`src/rtl/iq_stats_pkg.sv`:
```
// Shared types, constants and helpers for the I/Q block-statistics estimator.
// Contents: FSM state enum, drain length, accumulator width helpers and the
// saturating negate used to turn a mean into an offset-correction word.
package iq_stats_pkg;

  typedef enum logic [1:0] {
    S_IDLE  = 2'd0,
    S_ACCUM = 2'd1,
    S_DRAIN = 2'd2,
    S_DONE  = 2'd3
  } state_e;

  // Cycles needed to flush the input and product registers after the last sample
  localparam int unsigned DRAIN_CYCLES = 2;

  // Sum accumulator width: one sample width plus log2 of the sample count
  function automatic int unsigned sum_width(input int unsigned in_w, input int unsigned log2_n);
    return in_w + log2_n;
  endfunction

  // Second-moment accumulator width: product width plus log2 of the sample count
  function automatic int unsigned moment_width(input int unsigned in_w, input int unsigned log2_n);
    return 2 * in_w + log2_n;
  endfunction

  // -mean, with the most negative value mapped to the most positive one.
  // Works on a 32-bit container; the caller narrows the result to in_w bits.
  function automatic logic signed [31:0] sat_neg(input logic signed [31:0] mean,
                                                 input int unsigned       in_w);
    logic signed [31:0] most_neg;
    most_neg = -(32'sd1 <<< (in_w - 1));
    if (mean == most_neg) sat_neg = ~most_neg;
    else                  sat_neg = -mean;
  endfunction

endpackage

```
`src/rtl/iq_stats_estimator_if.sv`:
```
// Sample/control/result bundle of the I/Q statistics estimator.
// master: sample source and result consumer (drives samples, start).
// slave : the estimator (drives busy, done, result_valid and result words).
interface iq_stats_estimator_if #(
  parameter int unsigned INPUT_WIDTH = 14
);

  logic signed [INPUT_WIDTH-1:0]   IQ_i_real;
  logic signed [INPUT_WIDTH-1:0]   IQ_i_imag;
  logic                            sample_en;
  logic                            start;
  logic                            busy;
  logic                            done;
  logic                            result_valid;
  logic signed [INPUT_WIDTH-1:0]   Bvect1;
  logic signed [INPUT_WIDTH-1:0]   Bvect2;
  logic signed [2*INPUT_WIDTH-1:0] m2_real;
  logic signed [2*INPUT_WIDTH-1:0] m2_imag;
  logic signed [2*INPUT_WIDTH-1:0] m2_cross;

  modport master (
    output IQ_i_real, IQ_i_imag, sample_en, start,
    input  busy, done, result_valid, Bvect1, Bvect2, m2_real, m2_imag, m2_cross
  );

  modport slave (
    input  IQ_i_real, IQ_i_imag, sample_en, start,
    output busy, done, result_valid, Bvect1, Bvect2, m2_real, m2_imag, m2_cross
  );

endinterface

```
`src/rtl/iq_stats_accum.sv`:
```
// Signed accumulator with synchronous clear and enable.
// Ports: clk, rst (sync, active-high), clr (clear, wins over en), en (add din),
// din (signed IN_WIDTH), acc (signed WIDTH running sum, sign-extended adds).
module iq_stats_accum #(
  parameter int unsigned IN_WIDTH = 14,
  parameter int unsigned WIDTH    = 24
) (
  input  logic                       clk,
  input  logic                       rst,
  input  logic                       clr,
  input  logic                       en,
  input  logic signed [IN_WIDTH-1:0] din,
  output logic signed [WIDTH-1:0]    acc
);

  always_ff @(posedge clk) begin
    if (rst || clr) acc <= '0;
    else if (en)    acc <= acc + WIDTH'(din);
  end

endmodule

```
`src/rtl/iq_stats_estimator.sv`:
```
// Block-average estimator for raw I/Q samples: on start, accumulates 2^LOG2_N
// qualified samples, then publishes -round(mean) offset words (Bvect1/Bvect2)
// and, when IQ_STATS_SECOND_MOMENT_EN is defined, E[r^2], E[i^2], E[r*i].
// Ports: clk, rst (sync, active-high), bus (slave side of iq_stats_estimator_if;
// its INPUT_WIDTH must match this module's INPUT_WIDTH).
// Macro IQ_STATS_SECOND_MOMENT_EN: builds the multipliers and moment
// accumulators; without it m2_* are tied to 0 and timing is unchanged.
module iq_stats_estimator
  import iq_stats_pkg::*;
#(
  parameter int unsigned INPUT_WIDTH = 14,
  parameter int unsigned LOG2_N      = 10
) (
  input  logic                 clk,
  input  logic                 rst,
  iq_stats_estimator_if.slave  bus
);

  localparam int unsigned W  = INPUT_WIDTH;
  localparam int unsigned PW = 2 * INPUT_WIDTH;
  localparam int unsigned SW = sum_width(INPUT_WIDTH, LOG2_N);
  localparam int unsigned DW = $clog2(DRAIN_CYCLES);
  localparam logic signed [SW-1:0] HALF = SW'(1 << (LOG2_N - 1));

  state_e state_q, state_d;
  logic [LOG2_N-1:0] cnt_q;
  logic [DW-1:0]     dcnt_q;
  logic accept_start, accept_sample, last_sample, drain_last;

  // Pipeline: input register (stage 1) and product/delay register (stage 2)
  logic                v1_q, v2_q;
  logic signed [W-1:0] in_r_q, in_i_q, d_r_q, d_i_q;

  logic signed [SW-1:0] sum_r, sum_i;
  logic signed [W-1:0]  mean_r, mean_i, bvect1_c, bvect2_c;

  logic                busy_q, done_q, valid_q;
  logic signed [W-1:0] bvect1_q, bvect2_q;

  // Qualifier decode
  always_comb begin
    accept_start  = (state_q == S_IDLE) && bus.start;
    accept_sample = (state_q == S_ACCUM) && bus.sample_en;
    last_sample   = accept_sample && (cnt_q == '1);
    drain_last    = (state_q == S_DRAIN) && (dcnt_q == DW'(DRAIN_CYCLES - 1));
  end

  // State register
  always_ff @(posedge clk) begin
    if (rst) state_q <= S_IDLE;
    else     state_q <= state_d;
  end

  // Next-state logic
  always_comb begin
    state_d = state_q;
    case (state_q)
      S_IDLE:  if (accept_start) state_d = S_ACCUM;
      S_ACCUM: if (last_sample)  state_d = S_DRAIN;
      S_DRAIN: if (drain_last)   state_d = S_DONE;
      S_DONE:  state_d = S_IDLE;
      default: state_d = S_IDLE;
    endcase
  end

  // Sample and drain counters
  always_ff @(posedge clk) begin
    if (rst) begin
      cnt_q  <= '0;
      dcnt_q <= '0;
    end else begin
      if (accept_start)       cnt_q <= '0;
      else if (accept_sample) cnt_q <= cnt_q + LOG2_N'(1);
      if (state_q == S_DRAIN) dcnt_q <= dcnt_q + DW'(1);
      else                    dcnt_q <= '0;
    end
  end

  // Data pipeline; the valid bits carry the ACCUM qualification with the data
  always_ff @(posedge clk) begin
    if (rst) begin
      v1_q   <= 1'b0;
      v2_q   <= 1'b0;
      in_r_q <= '0;
      in_i_q <= '0;
      d_r_q  <= '0;
      d_i_q  <= '0;
    end else begin
      v1_q   <= accept_sample;
      in_r_q <= bus.IQ_i_real;
      in_i_q <= bus.IQ_i_imag;
      v2_q   <= v1_q;
      d_r_q  <= in_r_q;
      d_i_q  <= in_i_q;
    end
  end

  iq_stats_accum #(.IN_WIDTH(W), .WIDTH(SW)) u_sum_r (
    .clk(clk), .rst(rst), .clr(accept_start), .en(v2_q), .din(d_r_q), .acc(sum_r)
  );

  iq_stats_accum #(.IN_WIDTH(W), .WIDTH(SW)) u_sum_i (
    .clk(clk), .rst(rst), .clr(accept_start), .en(v2_q), .din(d_i_q), .acc(sum_i)
  );

  // Mean rounds half toward +inf; the result always fits in W bits
  always_comb begin
    mean_r   = W'((sum_r + HALF) >>> LOG2_N);
    mean_i   = W'((sum_i + HALF) >>> LOG2_N);
    bvect1_c = W'(sat_neg(32'(mean_r), W));
    bvect2_c = W'(sat_neg(32'(mean_i), W));
  end

  // Status and offset outputs; busy drops together with the done pulse
  always_ff @(posedge clk) begin
    if (rst) begin
      busy_q   <= 1'b0;
      done_q   <= 1'b0;
      valid_q  <= 1'b0;
      bvect1_q <= '0;
      bvect2_q <= '0;
    end else begin
      busy_q <= (state_d != S_IDLE);
      done_q <= (state_q == S_DONE);
      if (state_q == S_DONE) begin
        valid_q  <= 1'b1;
        bvect1_q <= bvect1_c;
        bvect2_q <= bvect2_c;
      end
    end
  end

  assign bus.busy         = busy_q;
  assign bus.done         = done_q;
  assign bus.result_valid = valid_q;
  assign bus.Bvect1       = bvect1_q;
  assign bus.Bvect2       = bvect2_q;

`ifdef IQ_STATS_SECOND_MOMENT_EN
  localparam int unsigned MW = moment_width(INPUT_WIDTH, LOG2_N);

  logic signed [PW-1:0] p_rr_q, p_ii_q, p_ri_q;
  logic signed [MW-1:0] mom_rr, mom_ii, mom_ri;
  logic signed [PW-1:0] m2_real_q, m2_imag_q, m2_cross_q;

  // Product register, aligned with the sum delay register
  always_ff @(posedge clk) begin
    if (rst) begin
      p_rr_q <= '0;
      p_ii_q <= '0;
      p_ri_q <= '0;
    end else begin
      p_rr_q <= PW'(in_r_q) * PW'(in_r_q);
      p_ii_q <= PW'(in_i_q) * PW'(in_i_q);
      p_ri_q <= PW'(in_r_q) * PW'(in_i_q);
    end
  end

  iq_stats_accum #(.IN_WIDTH(PW), .WIDTH(MW)) u_mom_rr (
    .clk(clk), .rst(rst), .clr(accept_start), .en(v2_q), .din(p_rr_q), .acc(mom_rr)
  );

  iq_stats_accum #(.IN_WIDTH(PW), .WIDTH(MW)) u_mom_ii (
    .clk(clk), .rst(rst), .clr(accept_start), .en(v2_q), .din(p_ii_q), .acc(mom_ii)
  );

  iq_stats_accum #(.IN_WIDTH(PW), .WIDTH(MW)) u_mom_ri (
    .clk(clk), .rst(rst), .clr(accept_start), .en(v2_q), .din(p_ri_q), .acc(mom_ri)
  );

  // Moments are floor-divided by the sample count
  always_ff @(posedge clk) begin
    if (rst) begin
      m2_real_q  <= '0;
      m2_imag_q  <= '0;
      m2_cross_q <= '0;
    end else if (state_q == S_DONE) begin
      m2_real_q  <= PW'(mom_rr >>> LOG2_N);
      m2_imag_q  <= PW'(mom_ii >>> LOG2_N);
      m2_cross_q <= PW'(mom_ri >>> LOG2_N);
    end
  end

  assign bus.m2_real  = m2_real_q;
  assign bus.m2_imag  = m2_imag_q;
  assign bus.m2_cross = m2_cross_q;
`else
  assign bus.m2_real  = '0;
  assign bus.m2_imag  = '0;
  assign bus.m2_cross = '0;
`endif

endmodule
```
`src/flat_wrapper.sv`:
```
// flat-port wrapper written by rule: the top's interface ports become plain ports
module iq_stats_estimator_flat import iq_stats_pkg::*;
#(
  parameter int unsigned INPUT_WIDTH = 14,
  parameter int unsigned LOG2_N      = 10
)
  (clk, rst, bus_IQ_i_real, bus_IQ_i_imag, bus_sample_en, bus_start, bus_busy, bus_done, bus_result_valid, bus_Bvect1, bus_Bvect2, bus_m2_real, bus_m2_imag, bus_m2_cross);
  iq_stats_estimator_if #(.INPUT_WIDTH(INPUT_WIDTH)) bus_i ();
  input  logic clk;
  input  logic rst;
  input wire logic [$bits(bus_i.IQ_i_real)-1:0] bus_IQ_i_real;
  input wire logic [$bits(bus_i.IQ_i_imag)-1:0] bus_IQ_i_imag;
  input wire logic [$bits(bus_i.sample_en)-1:0] bus_sample_en;
  input wire logic [$bits(bus_i.start)-1:0] bus_start;
  output wire logic [$bits(bus_i.busy)-1:0] bus_busy;
  output wire logic [$bits(bus_i.done)-1:0] bus_done;
  output wire logic [$bits(bus_i.result_valid)-1:0] bus_result_valid;
  output wire logic [$bits(bus_i.Bvect1)-1:0] bus_Bvect1;
  output wire logic [$bits(bus_i.Bvect2)-1:0] bus_Bvect2;
  output wire logic [$bits(bus_i.m2_real)-1:0] bus_m2_real;
  output wire logic [$bits(bus_i.m2_imag)-1:0] bus_m2_imag;
  output wire logic [$bits(bus_i.m2_cross)-1:0] bus_m2_cross;
  assign bus_i.IQ_i_real = bus_IQ_i_real;
  assign bus_i.IQ_i_imag = bus_IQ_i_imag;
  assign bus_i.sample_en = bus_sample_en;
  assign bus_i.start = bus_start;
  assign bus_busy = bus_i.busy;
  assign bus_done = bus_i.done;
  assign bus_result_valid = bus_i.result_valid;
  assign bus_Bvect1 = bus_i.Bvect1;
  assign bus_Bvect2 = bus_i.Bvect2;
  assign bus_m2_real = bus_i.m2_real;
  assign bus_m2_imag = bus_i.m2_imag;
  assign bus_m2_cross = bus_i.m2_cross;
  iq_stats_estimator #(.INPUT_WIDTH(INPUT_WIDTH), .LOG2_N(LOG2_N)) u_core (.clk(clk), .rst(rst), .bus(bus_i));
endmodule
```
`config.mk`:
```
export PLATFORM = sky130hd
export DESIGN_NAME = iq_stats_estimator_flat
export DESIGN_NICKNAME = d
export VERILOG_FILES = /design/src/rtl/iq_stats_pkg.sv /design/src/rtl/iq_stats_estimator_if.sv /design/src/rtl/iq_stats_accum.sv /design/src/rtl/iq_stats_estimator.sv /design/src/flat_wrapper.sv
export SDC_FILE = /design/constraint.sdc
export NUM_CORES = 1
export LEC_CHECK = 0
export BUFFER_PORTS_ARGS = -buffer_cell sky130_fd_sc_hd__buf_2
export CAP_MARGIN = 20
export CORE_MARGIN = 2
export CORE_UTILIZATION = 58
export CTS_CLUSTER_SIZE = 30
export DETAILED_ROUTE_END_ITERATION = 6
export PLACE_DENSITY = 0.83
export RECOVER_POWER = 25
export SYNTH_ARGS = -nofsm -noshare
export SYNTH_HDL_FRONTEND = slang
export SYNTH_SLANG_ARGS = --single-unit
```
`constraint.sdc`:
```
create_clock -name clk -period 3.35 [get_ports clk]
set_input_delay 0.8375 -clock clk [delete_from_list [all_inputs] [get_ports clk]]
set_output_delay 0.8375 -clock clk [all_outputs]
set_load 0.02 [all_outputs]
```
## After elaboration in Yosys (flattened, before gate mapping)

Cells that the tools add are included.

| storage, ports and cells | value |
|---|---|
| input bits | 32 |
| flip-flop bits (word level) | 150 |
| logic and storage cells | 46 |

| cells by class | value |
|---|---|
| muxes and demuxes | 6 |
| add/sub/neg operators | 8 |
| reduce and logical (&&, ||, !) cells | 9 |
| bitwise logic cells | 1 |
| equality and inequality tests | 6 |

Operator list:

| operator | count |
|---|---|
| $add A24 B11 Y24 const B | 2 |
| $add A24 B14 Y24 | 2 |
| $eq A14 B14 Y1 const B | 2 |
| $mux W14 | 2 |
| $neg A14 Y14 | 2 |
| $add A10 B1 Y10 const B | 1 |
| $eq A10 B10 Y1 const B | 1 |
| $pmux W2 S4 | 1 |
| $mux W2 | 3 |
| $eq A2 B2 Y1 const B | 2 |
| $logic_and A1 B1 Y1 | 4 |
| $reduce_or A2 Y1 | 2 |
| $eq A2 B1 Y1 const B | 1 |
| $logic_not A2 Y1 | 1 |
| $reduce_bool A2 Y1 | 1 |
| $add A1 B1 Y1 const B | 1 |
| $logic_or A1 B1 Y1 | 1 |
| $not A1 Y1 | 1 |

## Longest topological paths before layout

| logic depth | value |
|---|---|
| depth in word-level cells | 6 |
| mapped depth | 11 |
| mapped depth without buffers | 10 |

## Hierarchy

A second synthesis with hierarchy kept.

| second synthesis, totals | value |
|---|---|
| cell total of the unflattened synthesis | 1094 |
| area, all modules | 9511.6 µm² |

By module, submodules not included:

| module | area an instance (µm²) | cells an instance | times used |
|---|---|---|---|
| iq_stats_estimator | 5452.7 | 602 | 1 |
| iq_stats_accum | 2029.4 | 246 | 2 |

## Worst setup path after synthesis

Ideal clock, no wire load.

| path | value |
|---|---|
| path type | register to register |
| start point | reg u_core.u_sum_i.acc[0] |
| end point | reg u_core.u_sum_i.acc[14] |
| library setup time | 0.128 ns |
| cell stages (with the launch flop) | 11 |
| arrival | 2.301 ns |
| clock period less this slack | 2.428 ns |
| setup slack | 0.922 ns |
| cells stage by stage | dfxtp_1 -> ha_1 -> fa_1 -> a21o_1 -> a211o_1 -> a21oi_1 -> a21oi_1 -> a21o_1 -> a211o_1 -> a31oi_1 -> nor2_1 |

| between the ends | value |
|---|---|
| longest elaborated chain between the ends | 1 |

RTL lines:

| element | RTL line | source |
|---|---|---|
| from (decl) | iq_stats_accum.sv:13 | `output logic signed [WIDTH-1:0] acc` |
| from (signal assigned) | iq_stats_accum.sv:18 | `else if (en) acc <= acc + WIDTH'(din);` |
| $add A24 B14 Y24 | iq_stats_accum.sv:18 |  |

Every way passes these cells.
A chain may end at the register's enable or synchronous reset.

## Final worst setup path

| path | value |
|---|---|
| start point | reg u_core.u_sum_r.acc[9] |
| end point | reg u_core.bvect1_q[1] (netlist: u_core.bus.Bvect1[1]) |

| between the ends | value |
|---|---|
| longest elaborated chain between the ends | 3 |

RTL lines:

| element | RTL line | source |
|---|---|---|
| from (decl) | iq_stats_accum.sv:13 |  |
| from (signal assigned) | iq_stats_accum.sv:18 |  |
| $add A24 B11 Y24 * | iq_stats_estimator.sv:108 | `mean_r = W'((sum_r + HALF) >>> LOG2_N);` |
| $neg A14 Y14 / $eq A14 B14 Y1 (equally long branches) | iq_stats_pkg.sv:33, iq_stats_pkg.sv:32 |  |
| $mux W14 * | iq_stats_pkg.sv:32 | `if (mean == most_neg) sat_neg = ~most_neg;` |
| to (signal assigned) | iq_stats_estimator.sv:127 | `bvect1_q <= bvect1_c;` |
| to (decl) | iq_stats_estimator.sv:38 | `logic signed [W-1:0] bvect1_q, bvect2_q;` |

Mark *: on every way between the ends. The rest lies on a longest branch, timed or not.

==> run summary <==
In this run the mean area of a mapped cell was around 8.5 um2. On the final layout, the worst hold slack is 430 ps. The summed negative setup slack over all endpoints came out at 0 ps. The number of antenna violations at the first check in global routing is 1.

For the worst setup path, the data required time is 3570 ps. The most used flip-flop cell after synthesis is sky130_fd_sc_hd__dfxtp_1. The clock latency at the later pin of the worst-skew pair is 430 ps. After synthesis the cells add up to just over 9000 um2. The proportion of power drawn by the clock network came out at ~48%.

The critical path is of the reg -> reg type. At the end of routability-driven placement, the weighted congestion stood at 0.894. The number of remaining DRC errors came out at 0. The total overflow left after global routing is 0. The number of buffers created by CTS came out at 17. The clock-pin slew on the worst setup and hold paths came out at ~60 ps. The register area is 3000 um2. For this design the static power due to leakage is about 4.2 nW. The final max-slew violation count came out at 93. The count of yosys warnings during synthesis is 0.

Counting every sink on the clock net gives 150. The library cell used most frequently in the layout, excluding fill and tap cells, is sky130_fd_sc_hd__dfxtp_1. The worst path in the final design needs a cycle of 2980 ps, including I/O delays and setup. The number of H-tree branching levels came out at 4. The total number of nets in the final design is around 1.2k. The total placed instance area came out at 9340 um2. Cells with a size suffix above 1 make up around an eighth of the layout. The number of library cell types mapped by synthesis came out at between 70 and 80. The final instance area is 9940 um2. The pin count of the biggest net entering global routing came out at 93. The post-synthesis to final-layout area growth is 7.23%. The final setup skew is around 7.0 ps.

The number of flops mapped to enable cells by yosys is 0. The cell count after placement is ~1.3k. The post-cts hold buffer count came out at 0. In this design, the stage delay of the slowest critical-path cell is 570 ps.

The portion of total power attributed to sequential cells is ~45%. From bottom edge to top edge, the die measures between 100 and 150 um. The path class of the tightest hold or removal check is reg -> reg. The peak supply drop came out at 0.356 mV.

STA classifies the critical path startpoint as a flop. The number of instances in the synthesized netlist is 1,096. The number of failing hold endpoints at the final stage came to 0. The reported max-cap violation count is 1.

Measured against its own limit, the worst slew margin works out to -26.1%. Across all layers, the routed design uses between 7k and 8k vias. The number of global-route vias before repair came out at 6,441. Static timing analysis puts the maximum clock frequency at 0.336 GHz. The overall power after layout is 4.07 mW. The final critical-path share of the clock period is between 80% and 90%.

The sum of buffers and inverters on the critical path came out at 0. After clock tree synthesis, the repair step resized 0 gates. The most heavily used metal layer in global routing is met2. The count of input and output buffers is 62. On the critical path, the stage with the largest delay is an instance of sky130_fd_sc_hd__o31a_1.

The met1 usage came out at 27.8%. The final count of negative-setup-slack endpoints is 0. In this run the power density over the cells is 409 nW/um2.

After floorplanning, the core was divided into 46 placement rows. The highest fanout seen on the critical path is 13. The post-synthesis sequential area ratio is between 30% and 40%. The clock tree from TritonCTS is done. The first routing iteration left 489 violations.

The internal power of the cells totals 3.04 mW. The cell family contributing the most delay on the critical path is compound AO/OA/AOI/OAI gates. After layout, the worst setup slack is 375 ps. The first-pass iteration count of the detailed router is 5. The worst-case clock buffer depth came out at 2. The transition time of the tightest slew-check pin came out at 1890 ps. The routed wirelength normalized by instance count is 13.0 um. Pin placement for this block handled 147 I/O pins.

The type of destination of the critical path is a flop. The data arrival time at the worst-slack endpoint came out at 3190 ps. The via density per instance came out at 5.45. The run finished, with violations left. The number of buffers inserted by post-CTS setup repair is 0.

The number of standard cells in the layout, taps in and fillers out is 1,357. The tree is rooted in a sky130_fd_sc_hd__clkbuf_16. For this design the total switching power over the nets is 1.03 mW. The global routing met2 resource utilization came out at 33.3%. The fraction of power spent switching nets came out at 25.2%. In the global route stage, met3 resource usage came out at 3.91%.

The placeable core area came out at 15,800 um2. The starting density of the core is between 50% and 60%. The die boundary width came out at 130 um. The area of the die came out at 17,000 um2. The number of routed nets with antenna violations came out at 0. Walking the worst path, the cells encountered are ha_1 > nand4_1 > nor3_2 > nor4_1 > a31o_1 > nand3_2 > o31a_1 > a211oi_1. The checks that failed: capacitance limit, slew limit. The count of filler cells inserted in the layout is 1,430.

The worst slack after detailed placement is 453 ps. The number of diodes came out at 0. The wire length after detailed routing came out at around 18 mm. Summing all multi-input logic gate instances after layout gives 5630 um2. In the synthesized netlist the async set-or-reset flop fraction comes to 0%.

The first-pass GRT wire length is 29.0 mm. Setup repair after global routing left no endpoint under its margin. The library cells used most frequently in the layout, excluding fill and tap cells, are sky130_fd_sc_hd__dfxtp_1, sky130_fd_sc_hd__nor2_1, sky130_fd_sc_hd__conb_1. The number of synthesized register bits is 150.

After legalization and detailed placement, the total HPWL measured 12.2 mm. The proportion of power drawn by combinational gates is 6.9%. The share of the core filled with cells came out at 63.1%.

The overall track demand over capacity in global routing came out at 20.8%.
[synthesized netlist by cell type, types with 5 or more instances]
library cell | instances | area (um2)
sky130_fd_sc_hd__a211o_1 | 5 | 43.8
sky130_fd_sc_hd__a211oi_1 | 30 | 225
sky130_fd_sc_hd__a211oi_2 | 11 | 138
sky130_fd_sc_hd__a21o_1 | 24 | 180
sky130_fd_sc_hd__a21oi_1 | 58 | 290
sky130_fd_sc_hd__a31oi_1 | 9 | 56.3
sky130_fd_sc_hd__and2_1 | 10 | 62.6
sky130_fd_sc_hd__and3_1 | 15 | 93.8
sky130_fd_sc_hd__buf_1 | 8 | 30.0
sky130_fd_sc_hd__buf_2 | 10 | 50.1
sky130_fd_sc_hd__buf_4 | 87 | 653
sky130_fd_sc_hd__clkbuf_1 | 32 | 120
sky130_fd_sc_hd__dfxtp_1 | 150 | 3000
sky130_fd_sc_hd__ha_1 | 51 | 638
sky130_fd_sc_hd__inv_1 | 19 | 71.3
sky130_fd_sc_hd__mux2i_1 | 28 | 280
sky130_fd_sc_hd__nand2_1 | 70 | 263
sky130_fd_sc_hd__nand2b_1 | 7 | 43.8
sky130_fd_sc_hd__nand3_1 | 38 | 190
sky130_fd_sc_hd__nand3b_1 | 5 | 37.5
sky130_fd_sc_hd__nand4_1 | 12 | 75.1
sky130_fd_sc_hd__nor2_1 | 110 | 413
sky130_fd_sc_hd__nor2b_1 | 60 | 375
sky130_fd_sc_hd__nor3_1 | 22 | 110
sky130_fd_sc_hd__nor4_1 | 7 | 43.8
sky130_fd_sc_hd__o211ai_1 | 5 | 37.5
sky130_fd_sc_hd__o21a_1 | 6 | 45.0
sky130_fd_sc_hd__o21ai_0 | 25 | 125
sky130_fd_sc_hd__o21bai_1 | 10 | 75.1
sky130_fd_sc_hd__o22ai_1 | 11 | 68.8
sky130_fd_sc_hd__or2_2 | 6 | 37.5
sky130_fd_sc_hd__or3_1 | 6 | 37.5
sky130_fd_sc_hd__xnor2_1 | 60 | 526
sky130_fd_sc_hd__xor2_1 | 24 | 210
[flip-flops by register name, indices dropped and copies added (netlist names)]
| signal | count |
|---|---|
| u_core.bus.result_valid | 1 |
| u_core.bus.Bvect2 | 14 |
| u_core.bus.done | 1 |
| u_core.d_r_q | 14 |
| u_core.bus.busy | 1 |
| u_core.state_q | 2 |
| u_core.cnt_q | 10 |
| u_core.in_i_q | 14 |
| u_core.u_sum_r.acc | 24 |
| u_core.d_i_q | 14 |
| u_core.v1_q | 1 |
| u_core.v2_q | 1 |
| u_core.bus.Bvect1 | 14 |
| u_core.in_r_q | 14 |
| u_core.u_sum_i.acc | 24 |
| u_core.dcnt_q | 1 |
[power groups by stage]
stage / clock network [mW] / logic, mW / registers [mW]
floorplan: 0 / 0.305 / 1.87
global placement: 0 / 0.275 / 1.88
detailed placement: 0 / 0.279 / 1.88
CTS: 1.98 / 0.280 / 1.84
global route: 2.06 / 0.311 / 1.84
finish: 1.95 / 0.282 / 1.84
[path summary, 6_finish.rpt]
check	startpoint	to	slack [ps]	cells past startpoint
max	u_core.u_sum_r.acc[9]	u_core.bus.Bvect1[1]	370	8
min	u_core.in_r_q[6]	u_core.d_r_q[6]	430	1
max reg2reg	u_core.u_sum_r.acc[9]	u_core.bus.Bvect1[1]	370	8
min reg2reg	u_core.in_r_q[6]	u_core.d_r_q[6]	430	1
[layer usage]
metal / wire [um] / share of wire [%]
met1: 8480 / 48
met2: 7950 / 45
met3: 907 / 5.1
met4: 310 / 1.8
met5: 13 / 0.074
[logic make-up (layout without fill, tap and decap cells)]
kind of cell,after synthesis,count (layout),share of synthesized area [%]
and+or+nand+nor,395,395,21.9
AOI/OAI and AO/OA,226,226,17.1
buffers and inverters,159,121,10.3
DFF,150,150,32.4
xor gates and xnor gates,84,84,7.93
adders and majority gates,53,53,7.31
muxes,28,28,3.02
other,1,84,0.0404
[layout make-up]
class | instances | share of cell area [%]
multi-input cells | 870 | 56.6
flip-flops and latches | 150 | 30.2
clock buffers | 18 | 4.42
repair buffers | 69 | 3.61
well taps | 216 | 2.72
clock inverters | 14 | 1.67
inverters | 20 | 0.755
Power figures use the tool's default switching activity.
